`config.mk`:
```
export PLATFORM = sky130hd
export DESIGN_NAME = ram_block_io
export DESIGN_NICKNAME = d
export VERILOG_FILES = /design/src/rtl/ram_block_io.sv
export SDC_FILE = /design/constraint.sdc
export NUM_CORES = 1
export LEC_CHECK = 0
export BUFFER_PORTS_ARGS = -buffer_cell sky130_fd_sc_hd__clkbuf_2
export CAP_MARGIN = 0
export CORE_UTILIZATION = 57
export CTS_BUF_LIST = sky130_fd_sc_hd__clkbuf_4
export DETAILED_ROUTE_END_ITERATION = 10
export PLACE_DENSITY = 0.79
export SLEW_MARGIN = 25
export SYNTH_ARGS = -nofsm -noshare
export SYNTH_HDL_FRONTEND = slang
export SYNTH_SLANG_ARGS = --single-unit
```
`constraint.sdc`:
```
create_clock -name clk -period 2.34 [get_ports clk]
set_clock_uncertainty 0.2 [all_clocks]
set_input_delay 0.117 -clock clk [delete_from_list [all_inputs] [get_ports clk]]
set_output_delay 0.117 -clock clk [all_outputs]
set_load 0.01 [all_outputs]
```
`src/rtl/ram_block_io.sv`:
```
// Block transfer master for an 8-bit single-port RAM with a registered read.
// Optional write-back verification pass is enabled by RAM_BLOCK_IO_VERIFY_EN.
module ram_block_io #(
    parameter int BYTES = 8
) (
    input  logic               clk,
    input  logic               rst_n,
    input  logic               start_rd,
    input  logic               start_wr,
    input  logic [7:0]         base_addr,
    input  logic [8*BYTES-1:0] wr_block,
    output logic [8*BYTES-1:0] rd_block,
    output logic               busy,
    output logic               done,
    output logic               verify_err,
    output logic               ram_we,
    output logic [7:0]         ram_addr,
    output logic [7:0]         ram_din,
    input  logic [7:0]         ram_dout
);
    localparam int W  = 8 * BYTES;
    localparam int CW = $clog2(BYTES + 3);

    // state | meaning
    // IDLE  | waiting for start_rd / start_wr
    // RD    | issuing addresses and capturing bytes into rd_block
    // WR    | writing latched block, one byte per cycle
    // VFY   | reading block back and comparing with latched data
    localparam logic [1:0] S_IDLE = 2'd0;
    localparam logic [1:0] S_RD   = 2'd1;
    localparam logic [1:0] S_WR   = 2'd2;
    localparam logic [1:0] S_VFY  = 2'd3;

    logic [1:0]    state;
    logic [CW-1:0] cnt;
    logic [7:0]    base_q;
    logic [W-1:0]  wr_data;
    logic [W-1:0]  shreg;
    logic [W-1:0]  din_ext;
    logic [W-1:0]  captured;

    function automatic logic [W-1:0] rotl8(input logic [W-1:0] x);
        return (x << 8) | (x >> (W - 8));
    endfunction

    assign din_ext  = W'(ram_dout);
    assign captured = (shreg << 8) | din_ext;

    // cnt counts edges remaining in the current phase; terminal count is 1.
    always_ff @(posedge clk or negedge rst_n) begin
        if (!rst_n) begin
            state      <= S_IDLE;
            cnt        <= '0;
            base_q     <= '0;
            wr_data    <= '0;
            shreg      <= '0;
            rd_block   <= '0;
            busy       <= 1'b0;
            done       <= 1'b0;
            verify_err <= 1'b0;
            ram_we     <= 1'b0;
            ram_addr   <= '0;
            ram_din    <= '0;
        end else begin
            done <= 1'b0;
            case (state)
                S_IDLE: begin
                    if (start_rd) begin
                        state      <= S_RD;
                        busy       <= 1'b1;
                        cnt        <= CW'(BYTES + 1);
                        ram_addr   <= base_addr;
                        verify_err <= 1'b0;
                    end else if (start_wr) begin
                        state      <= S_WR;
                        busy       <= 1'b1;
                        cnt        <= CW'(BYTES);
                        ram_we     <= 1'b1;
                        ram_addr   <= base_addr;
                        ram_din    <= wr_block[W-1 -: 8];
                        wr_data    <= rotl8(wr_block);
                        base_q     <= base_addr;
                        verify_err <= 1'b0;
                    end
                end
                S_RD, S_VFY: begin
                    cnt <= cnt - CW'(1);
                    if (cnt == CW'(BYTES + 2))
                        ram_addr <= base_q;
                    else if (cnt > CW'(2))
                        ram_addr <= ram_addr + 8'd1;
                    if (cnt <= CW'(BYTES))
                        shreg <= captured;
                    if (cnt == CW'(1)) begin
                        state <= S_IDLE;
                        busy  <= 1'b0;
                        done  <= 1'b1;
                        if (state == S_RD)
                            rd_block <= captured;
`ifdef RAM_BLOCK_IO_VERIFY_EN
                        else
                            verify_err <= (captured != wr_data);
`endif
                    end
                end
                S_WR: begin
                    cnt <= cnt - CW'(1);
                    if (cnt == CW'(1)) begin
                        ram_we  <= 1'b0;
                        ram_din <= '0;
`ifdef RAM_BLOCK_IO_VERIFY_EN
                        // one idle edge lets the final write land before read-back starts
                        state   <= S_VFY;
                        cnt     <= CW'(BYTES + 2);
`else
                        state   <= S_IDLE;
                        busy    <= 1'b0;
                        done    <= 1'b1;
`endif
                    end else begin
                        ram_addr <= ram_addr + 8'd1;
                        ram_din  <= wr_data[W-1 -: 8];
                        wr_data  <= rotl8(wr_data);
                    end
                end
                default: state <= S_IDLE;
            endcase
        end
    end
endmodule

```
==> reports/results.ini, run 1 <==
[cells_and_area]
fill_cells=984
multiInputGateArea_um2=3354
nets=1141
drive_gt1_share_pct=38.73
design_area_um2=11750
area_delta_synth_final_pct=30.22
seqCellArea_um2=5430

[clocking]
h-tree-depth=2
clkSinkCount=217
cts_tree=yes
clockBufferDepth=3
worstSkewPairLatency_ps=620
numCtsBuffers=52
root_buffer=clkbuf_4
clkTransAtPathRegs_ps=70

[hold_path]
hold_class=input port to flop

[timing]
min_period_over_period_pct=94.01
worst_slew_pin_slew_ps=666.5
fmax_ghz=0.4546
max_slew_margin_pct=55.57
fin_ws_ps=140.2
tns_ps=0
hold_violations=0
period_minus_slack_ps=2200
whs_ps=82.96
finalSetupViolCount=0
rsz0062_at_grt=false
slew_viol_final=0

[run_status]
status=finished clean

[drt]
wire_per_inst_um=17.42
ant_nets=0
vias=7050
drt-pass1-iter-count=4
drt_iter0_drc=360
viasPerCell=5.423
drc=0
wl_um=22640

[power_and_ir_drop]
leakagePower_uw=0.005742
p_per_area_nw_per_um2=1370
vdd_drop_max_mv=0.9159
p_total_uw=16100

[place]
pre_cts_ws_ps=-15.05
port_buffers=166
dp_hpwl_um=13120
place_area_um2=10190
globalplace.congestion=0.7974

[global_route]
grt_first_pass_wirelength_um=36280
overflow=0
grt_max_degree=66
grtUsageTotal_pct=28.51
grt_pass1_vias=7244
antenna_found_initial=2

[yosys]
synthCells=765
ys_warn_count=0
ys.flop_type=dfrtp_1
synth_area_um2=9025
ys_seq_area_share_pct=60.17
synth_nets=853
synth_top_area_share_pct=60.17
avgSynthCellArea_um2=11.80
ys_seq_elements=217
synth_edf_count=0
synth_cell_types=44
yosys.area.top_type=dfrtp_1
synthArstFlopShare_pct=100.0
synth_area_leaders=dfrtp_1 (60%), mux2_2 (16%), nand2_1 (5.6%), a31oi_1 (4.2%), nor2_1 (3.0%)

[setup_path]
reg2reg_slack_ps=140
crit_fanout=16
cp.arrival_ps=2510
cp-start-kind=flop
endpoint_kind=flop
crit_required_ps=2650
path_class=flop to flop

[die]
die_w_um=127.8
io_pins=168
die_h_um=127.8
dieArea_um2=16340
rows=45
start_util_pct=58.93
core_um2=15310

[run]
maxCapViolCount=0

-- state kept, by name, indices dropped and copies added (netlist names) --
| register | cells |
|---|---|
| rd_block | 64 |
| wr_data | 64 |
| cnt | 4 |
| shreg | 56 |
| ram_addr | 8 |
| ram_din | 8 |
| busy | 1 |
| ram_we | 1 |
| done | 1 |
| base_q | 8 |
| state | 2 |
-- routing by layer --
metal | global-route usage [%] | vias up | share of wire (%)
met2 | 45.88 | 271 | 49
li1 | - | 3259 | -
met3 | 6.594 | 56 | 6.2
met5 | 0 | - | 0
met1 | 36.94 | 3464 | 42
met4 | 13.29 | 0 | 2.7
-- cells in the mapped netlist (all sizes together), types with 2 or more instances --
| cell | count |
|---|---|
| dfrtp | 217 |
| nand2 | 135 |
| mux2 | 130 |
| nor2 | 76 |
| a31oi | 60 |
| buf | 34 |
| a21o | 18 |
| a21oi | 14 |
| clkbuf | 13 |
| o21ai | 12 |
| inv | 7 |
| nand3 | 6 |
| a22o | 4 |
| and3 | 4 |
| ha | 4 |
| nor3 | 4 |
| a211oi | 3 |
| a32oi | 3 |
| nand2b | 2 |
| o31ai | 2 |
| or2 | 2 |
| xor2 | 2 |
-- final timing paths --
path / from / end / cells after the start
max: cnt[1]$_DFFE_PN0P_ / ram_din[2]$_DFFE_PN0P_ / 8
min: ram_dout[5] / rd_block[5]$_DFFE_PN0P_ / 3
max reg2reg: cnt[1]$_DFFE_PN0P_ / ram_din[2]$_DFFE_PN0P_ / 8
min reg2reg: ram_din[6]$_DFFE_PN0P_ / ram_din[6]$_DFFE_PN0P_ / 1
max in group asynchronous: rst_n / wr_data[3]$_DFFE_PN0P_ / 4
min in group asynchronous: rst_n / wr_data[23]$_DFFE_PN0P_ / 4
-- placed cells by master, fill, tap and decap left out, types with 18 or more instances in the layout --
master	count
dlygate4sd3_1	84
a21o_1	18
clkbuf_2	165
clkbuf_4	79
nand2_1	135
a31oi_1	60
buf_4	21
dfrtp_1	217
nor2_1	72
mux2_2	130
-- cells by family (layout without fill, tap and decap cells) --
group | after synthesis | in the layout | synth area share, %
compound gates | 122 | 122 | 8.818
mux | 130 | 130 | 16.22
other cells | 1 | 3 | 0.04155
fa+ha+maj | 4 | 4 | 0.5546
simple gates | 234 | 235 | 10.77
buf+inv | 54 | 375 | 3.133
flops | 217 | 217 | 60.17
xor+xnor | 3 | 3 | 0.2912
-- repair_timing --
| action | 4_1_cts | 5_1_grt |
|---|---|---|
| cloned | 0 | 1 |
| endpoints found under the hold margin | 329 | 0 |
| resized for setup | 1 | 0 |
| hold buffers | 85 | 0 |
| setup buffers | 0 | 4 |
| pin swaps | 0 | 2 |
| endpoints found under the setup margin | 3 | 42 |
-- through the flow --
step	utilization, %	cells
final	76.74	1300
after detailed placement	66.54	1120
after floorplan	-	765
after CTS	76.47	1293
after global placement	66.54	1120
after global routing	76.74	1300
-- critical path, stage by stage (launching register included) --
cell,delay (ps)
dfrtp_1,390
inv_1,100
ha_1,170
or3b_4,400
nor2_4,220
or2_1,140
buf_4,210
a21oi_1,90
a21o_1,160
-- report_power, final --
part           internal (uW)  leakage (uW)  switching [uW]  total (uW)
combinational           3050       0.00276            3210        6260
sequential              5570       0.00259            1200        6770
clock                   1630      0.000393            1430        3060
total                  10300       0.00574            5840       16100
-- cell type report --
type,count,area share (%)
Clock inverter,9,0.5110
Clock buffer,79,5.046
Antenna cell,2,0.04258
Timing Repair Buffer,280,17.18
Multi-Input combinational cell,495,28.54
Sequential cell,217,46.20
Tap cell,211,2.246
Inverter,7,0.2236
Power figures use the tool's default switching activity.
==> run 2: changes to the inputs <==
==> constraint.sdc (replaced) <==
create_clock -name clk -period 2.49 [get_ports clk]
set_clock_uncertainty 0.2 [all_clocks]
set_input_delay 0.1245 -clock clk [delete_from_list [all_inputs] [get_ports clk]]
set_output_delay 0.1245 -clock clk [all_outputs]
set_load 0.01 [all_outputs]
==> reports/results.ini, run 2 (same netlist as run 1, synthesis figures left out) <==
[run_status]
status=finished clean

[clocking]
h-tree-depth=2
root_buffer=clkbuf_4
numCtsBuffers=53
clockBufferDepth=3
cts_tree=yes
clkSinkCount=217
cts_resized=0
worstSkewPairLatency_ps=650
clkTransAtPathRegs_ps=70
post_cts_buffers=0

[timing]
worst_slew_pin_slew_ps=720.8
max_slew_margin_pct=51.95
finalSetupViolCount=0
min_period_over_period_pct=89.56
rsz0062_at_grt=false
whs_ps=58.47
tns_ps=0
hold_violations=0
period_minus_slack_ps=2230
fmax_ghz=0.4484
slew_viol_final=0

[cells_and_area]
drive_gt1_share_pct=37.76
area_delta_synth_final_pct=27.95
final_common_cell=dfrtp_1
nets=1128
reg.largest.list=rd_block x64, wr_data x64, shreg x56
instances_no_fill=1276
final_util_pct=75.40
mostFrequentLayoutCells=dfrtp_1 (217), clkbuf_2 (165), nand2_1 (135)

[setup_path]
path_class=flop to flop
cp-start-kind=flop
crit_fanout=16
cp.arrival_ps=2570
max_stage_delay_ps=440
endpoint_kind=flop
crit_required_ps=2830
critPathSlowestCell=or3b_4
cp_cell_sequence=inv_1 > ha_1 > or3b_4 > nor2_4 > or2_1 > buf_4 > a21oi_1 > a21o_1

[drt]
drc=0
ant_nets=0
wl_um=21930
wire_per_inst_um=17.19
drt-pass1-iter-count=5
drt_iter0_drc=421
vias=7031
viasPerCell=5.510

[power_and_ir_drop]
clock_power_share_pct=18.5
power_frac_seq_pct=43.3
intPower_uw=9394
p_per_area_nw_per_um2=1276
vdd_drop_max_mv=0.8479
combPwrFrac_pct=38.1
leakagePower_uw=0.005615
p_sw_uw=5339
swShare_pct=36.24

[global_route]
overflow=0
grt_max_degree=76
grt_first_pass_wirelength_um=35630
antenna_found_initial=3
grt_pass1_vias=7014
grtUsageTotal_pct=28.18

[die]
die_h_um=127.8
die_w_um=127.8
dieArea_um2=16340
core_um2=15310
start_util_pct=58.93
io_pins=168
rows=45

[place]
dp_hpwl_um=12640
place_inst=1112
globalplace.congestion=0.7881
port_buffers=166

[hold_path]
hold_class=input port to flop

[run]
maxCapViolCount=0

## run 2: cell types whose count changed in the layout (fill, tap and decap cells not counted), moves of 3 or more
cell,previous run,this run
clkinv_1,7,2
buf_12,9,6
buf_4,21,11
clkbuf_4,79,73
## run 2: final cells by class
type | count | area [um^2]
fillers | 1024 | 3767
repair buffers | 267 | 1884
inverters | 7 | 26.28
multi-input cells | 494 | 3342
clock buffers | 73 | 548.0
flip-flops and latches | 217 | 5430
clock inverters | 4 | 45.04
well taps | 211 | 264.0
diodes | 3 | 7.507
## run 2: repair_timing
item                                    CTS  global route
hold endpoints to repair                329             0
hold buffers                             84             0
endpoints found under the setup margin    0             0
## run 2: final timing paths
kind | start | end | slack, ps | cells after the start
setup / recovery | cnt[1]$_DFFE_PN0P_ | wr_data[4]$_DFFE_PN0P_ | 260 | 8
hold / removal | base_addr[3] | base_q[3]$_DFFE_PN0P_ | 60 | 3
setup reg to reg | cnt[1]$_DFFE_PN0P_ | wr_data[4]$_DFFE_PN0P_ | 260 | 8
hold reg to reg | wr_data[7]$_DFFE_PN0P_ | wr_data[7]$_DFFE_PN0P_ | 280 | 1
max in group asynchronous | rst_n | busy$_DFFE_PN0P_ | 910 | 4
min in group asynchronous | rst_n | wr_data[12]$_DFFE_PN0P_ | 380 | 3
## run 2: metal layers
metal  global-route usage, %  vias up  share of wire [%]
li1                        -     3224                  -
met1                   36.24     3464                 41
met2                   44.28      275                 49
met3                   8.013       68                6.7
met4                   13.63        0                3.6
met5                       0        -                  0
## run 2: power by group through the flow
| stage | logic (uW) | registers [uW] | clock network (uW) |
|---|---|---|---|
| 5_1_grt | 6190 | 6580 | 2980 |
| 3_3_place_gp | 5290 | 6330 | 0 |
| 6_report | 5620 | 6380 | 2730 |
| 3_5_place_dp | 5450 | 6410 | 0 |
| 2_1_floorplan | 3780 | 6310 | 0 |
| 4_1_cts | 5590 | 6350 | 2790 |
## run 2: stage by stage
stage                     setup slack, ps  cell area, um^2  total power (uW)
after detailed placement            276.7            10110             11860
after global placement              360.3            10110             11620
after CTS                           259.6            11540             14730
after floorplan                     428.9             9025             10090
after global routing                125.8            11550             15750
final                               259.9            11550             14730
## run 2: critical path: cells and delay by family, from the launching register on
| kind | cells | cell delay [ps] |
|---|---|---|
| flops | 1 | 400 |
| compound gates | 2 | 260 |
| buf+inv | 2 | 320 |
| simple gates | 3 | 730 |
| fa+ha+maj | 1 | 220 |
==> run 3: changes to the inputs <==
--- a/config.mk
+++ b/config.mk
@@ -7,10 +7,10 @@
 export LEC_CHECK = 0
 export BUFFER_PORTS_ARGS = -buffer_cell sky130_fd_sc_hd__clkbuf_2
 export CAP_MARGIN = 0
-export CORE_UTILIZATION = 57
-export CTS_BUF_LIST = sky130_fd_sc_hd__clkbuf_4
+export CORE_UTILIZATION = 55
 export DETAILED_ROUTE_END_ITERATION = 10
-export PLACE_DENSITY = 0.79
+export GPL_ROUTABILITY_DRIVEN = 0
+export PLACE_DENSITY = 0.76
 export SLEW_MARGIN = 25
 export SYNTH_ARGS = -nofsm -noshare
 export SYNTH_HDL_FRONTEND = slang
==> reports/results.ini, run 3 (same netlist as run 1, synthesis figures left out) <==
[die]
die_w_um=130.1
io_pins=168
start_util_pct=56.61
die_h_um=130.1
rows=46
dieArea_um2=16920
core_um2=15940

[setup_path]
cp-start-kind=flop
cpLargestDelayFamily=simple AND/OR/NAND/NOR gates
crit_fanout=16
reg2reg_slack_ps=250
critPathSlowestCell=or3b_4
crit_required_ps=2680
critPathBufInv=2
max_stage_delay_ps=440
path_class=flop to flop
cp_cell_sequence=inv_1 > ha_1 > or3b_4 > nor2_4 > or2_1 > buf_4 > a21oi_1 > a21o_1
endpoint_kind=flop
cp.arrival_ps=2430

[run_status]
status=finished, violations left
violations=negative hold slack

[place]
port_buffers=166
pre_cts_ws_ps=58.19
dp_hpwl_um=12890

[timing]
tns_ps=0
max_slew_margin_pct=49.82
hold_violations=8
min_period_over_period_pct=89.93
period_minus_slack_ps=2239
fmax_ghz=0.4466
rsz0062_at_grt=false
slew_viol_final=0
whs_ps=-13.55
finalSetupViolCount=0
fin_ws_ps=250.7
worst_slew_pin_slew_ps=752.7

[drt]
vias=6808
viasPerCell=5.473
drc=0
wl_um=21710
drt_iter0_drc=329
wire_per_inst_um=17.45
drt-pass1-iter-count=5
ant_nets=0

[cells_and_area]
drive_gt1_share_pct=35.70
final_common_cell=dfrtp_1
reg.largest.list=rd_block x64, wr_data x64, shreg x56
nets=1100
final_util_pct=73.88
antennaDiodeCount=0
area_delta_synth_final_pct=30.51
mostFrequentLayoutCells=dfrtp_1 (217), clkbuf_2 (165), nand2_1 (135)

[clocking]
post_cts_buffers=0
numCtsBuffers=23
root_buffer=clkbuf_16
cts_tree=yes
h-tree-depth=1
worstSkewPairLatency_ps=500
clockBufferDepth=3
clkTransAtPathRegs_ps=70
clkSinkCount=217

[global_route]
grt_pass1_vias=6854
grtUsageTotal_pct=26.28
antenna_found_initial=0
overflow=0
grt_max_degree=81
grt_first_pass_wirelength_um=34460

[run]
maxCapViolCount=0

[power_and_ir_drop]
leakagePower_uw=0.005674
p_per_area_nw_per_um2=1326
vdd_drop_max_mv=0.8726
p_total_uw=15620

[hold_path]
hold_class=input port to async pin

[run 3: cell types whose count changed in the layout (fill, tap and decap cells not counted), sizes merged]
cell,previous run,this run
diode,3,0
bufinv,1,3
dlygate4sd3,84,83
clkinv,2,4
buf,18,21
clkbuf,238,199
clkinvlp,1,0
[run 3: report_power, final]
group / internal [uW] / switching (uW) / leakage [uW] / total [uW]
Clock: 2240 / 1350 / 0.000403 / 3590
Sequential: 5240 / 1140 / 0.00259 / 6380
Combinational: 2740 / 2910 / 0.00268 / 5660
[run 3: worst paths after layout]
path | from | cells after the start | to
min in group clk | base_addr[1] | 3 | base_q[1]$_DFFE_PN0P_
worst min-delay path | rst_n | 2 | wr_data[29]$_DFFE_PN0P_
max in group asynchronous | rst_n | 3 | shreg[5]$_DFFE_PN0P_
worst max-delay path | cnt[1]$_DFFE_PN0P_ | 8 | ram_din[2]$_DFFE_PN0P_
worst min register to register | wr_data[1]$_DFFE_PN0P_ | 1 | wr_data[1]$_DFFE_PN0P_
worst max register to register | cnt[1]$_DFFE_PN0P_ | 8 | ram_din[2]$_DFFE_PN0P_
[run 3: metal layers]
layer	vias to the layer above	track usage [%]	part of all wire, %
met3	80	5.494	5.0
li1	3155	-	-
met5	-	0	0
met2	249	42.24	47
met4	0	12.65	4.2
met1	3324	34.21	43
[run 3: layout make-up]
| cell class | count | area (um^2) |
|---|---|---|
| Timing Repair Buffer | 269 | 1897 |
| Sequential cell | 217 | 5430 |
| Multi-Input combinational cell | 494 | 3348 |
| Tap cell | 216 | 270.3 |
| Clock buffer | 34 | 696.9 |
| Fill cell | 1055 | 4164 |
| Inverter | 7 | 26.28 |
| Clock inverter | 7 | 110.1 |
[run 3: repair_timing]
action / 4_1_cts / 5_1_grt
hold buffers: 83 / 0
resized for setup: 0 / 1
setup endpoints to repair: 0 / 5
hold endpoints to repair: 328 / 0
[run 3: through the flow]
| step | std cells | cell area [um^2] |
|---|---|---|
| global route | 1244 | 11780 |
| floorplan | 765 | 9025 |
| finish | 1244 | 11780 |
| CTS | 1244 | 11770 |
| detailed placement | 1120 | 10130 |
| global placement | 1120 | 10130 |
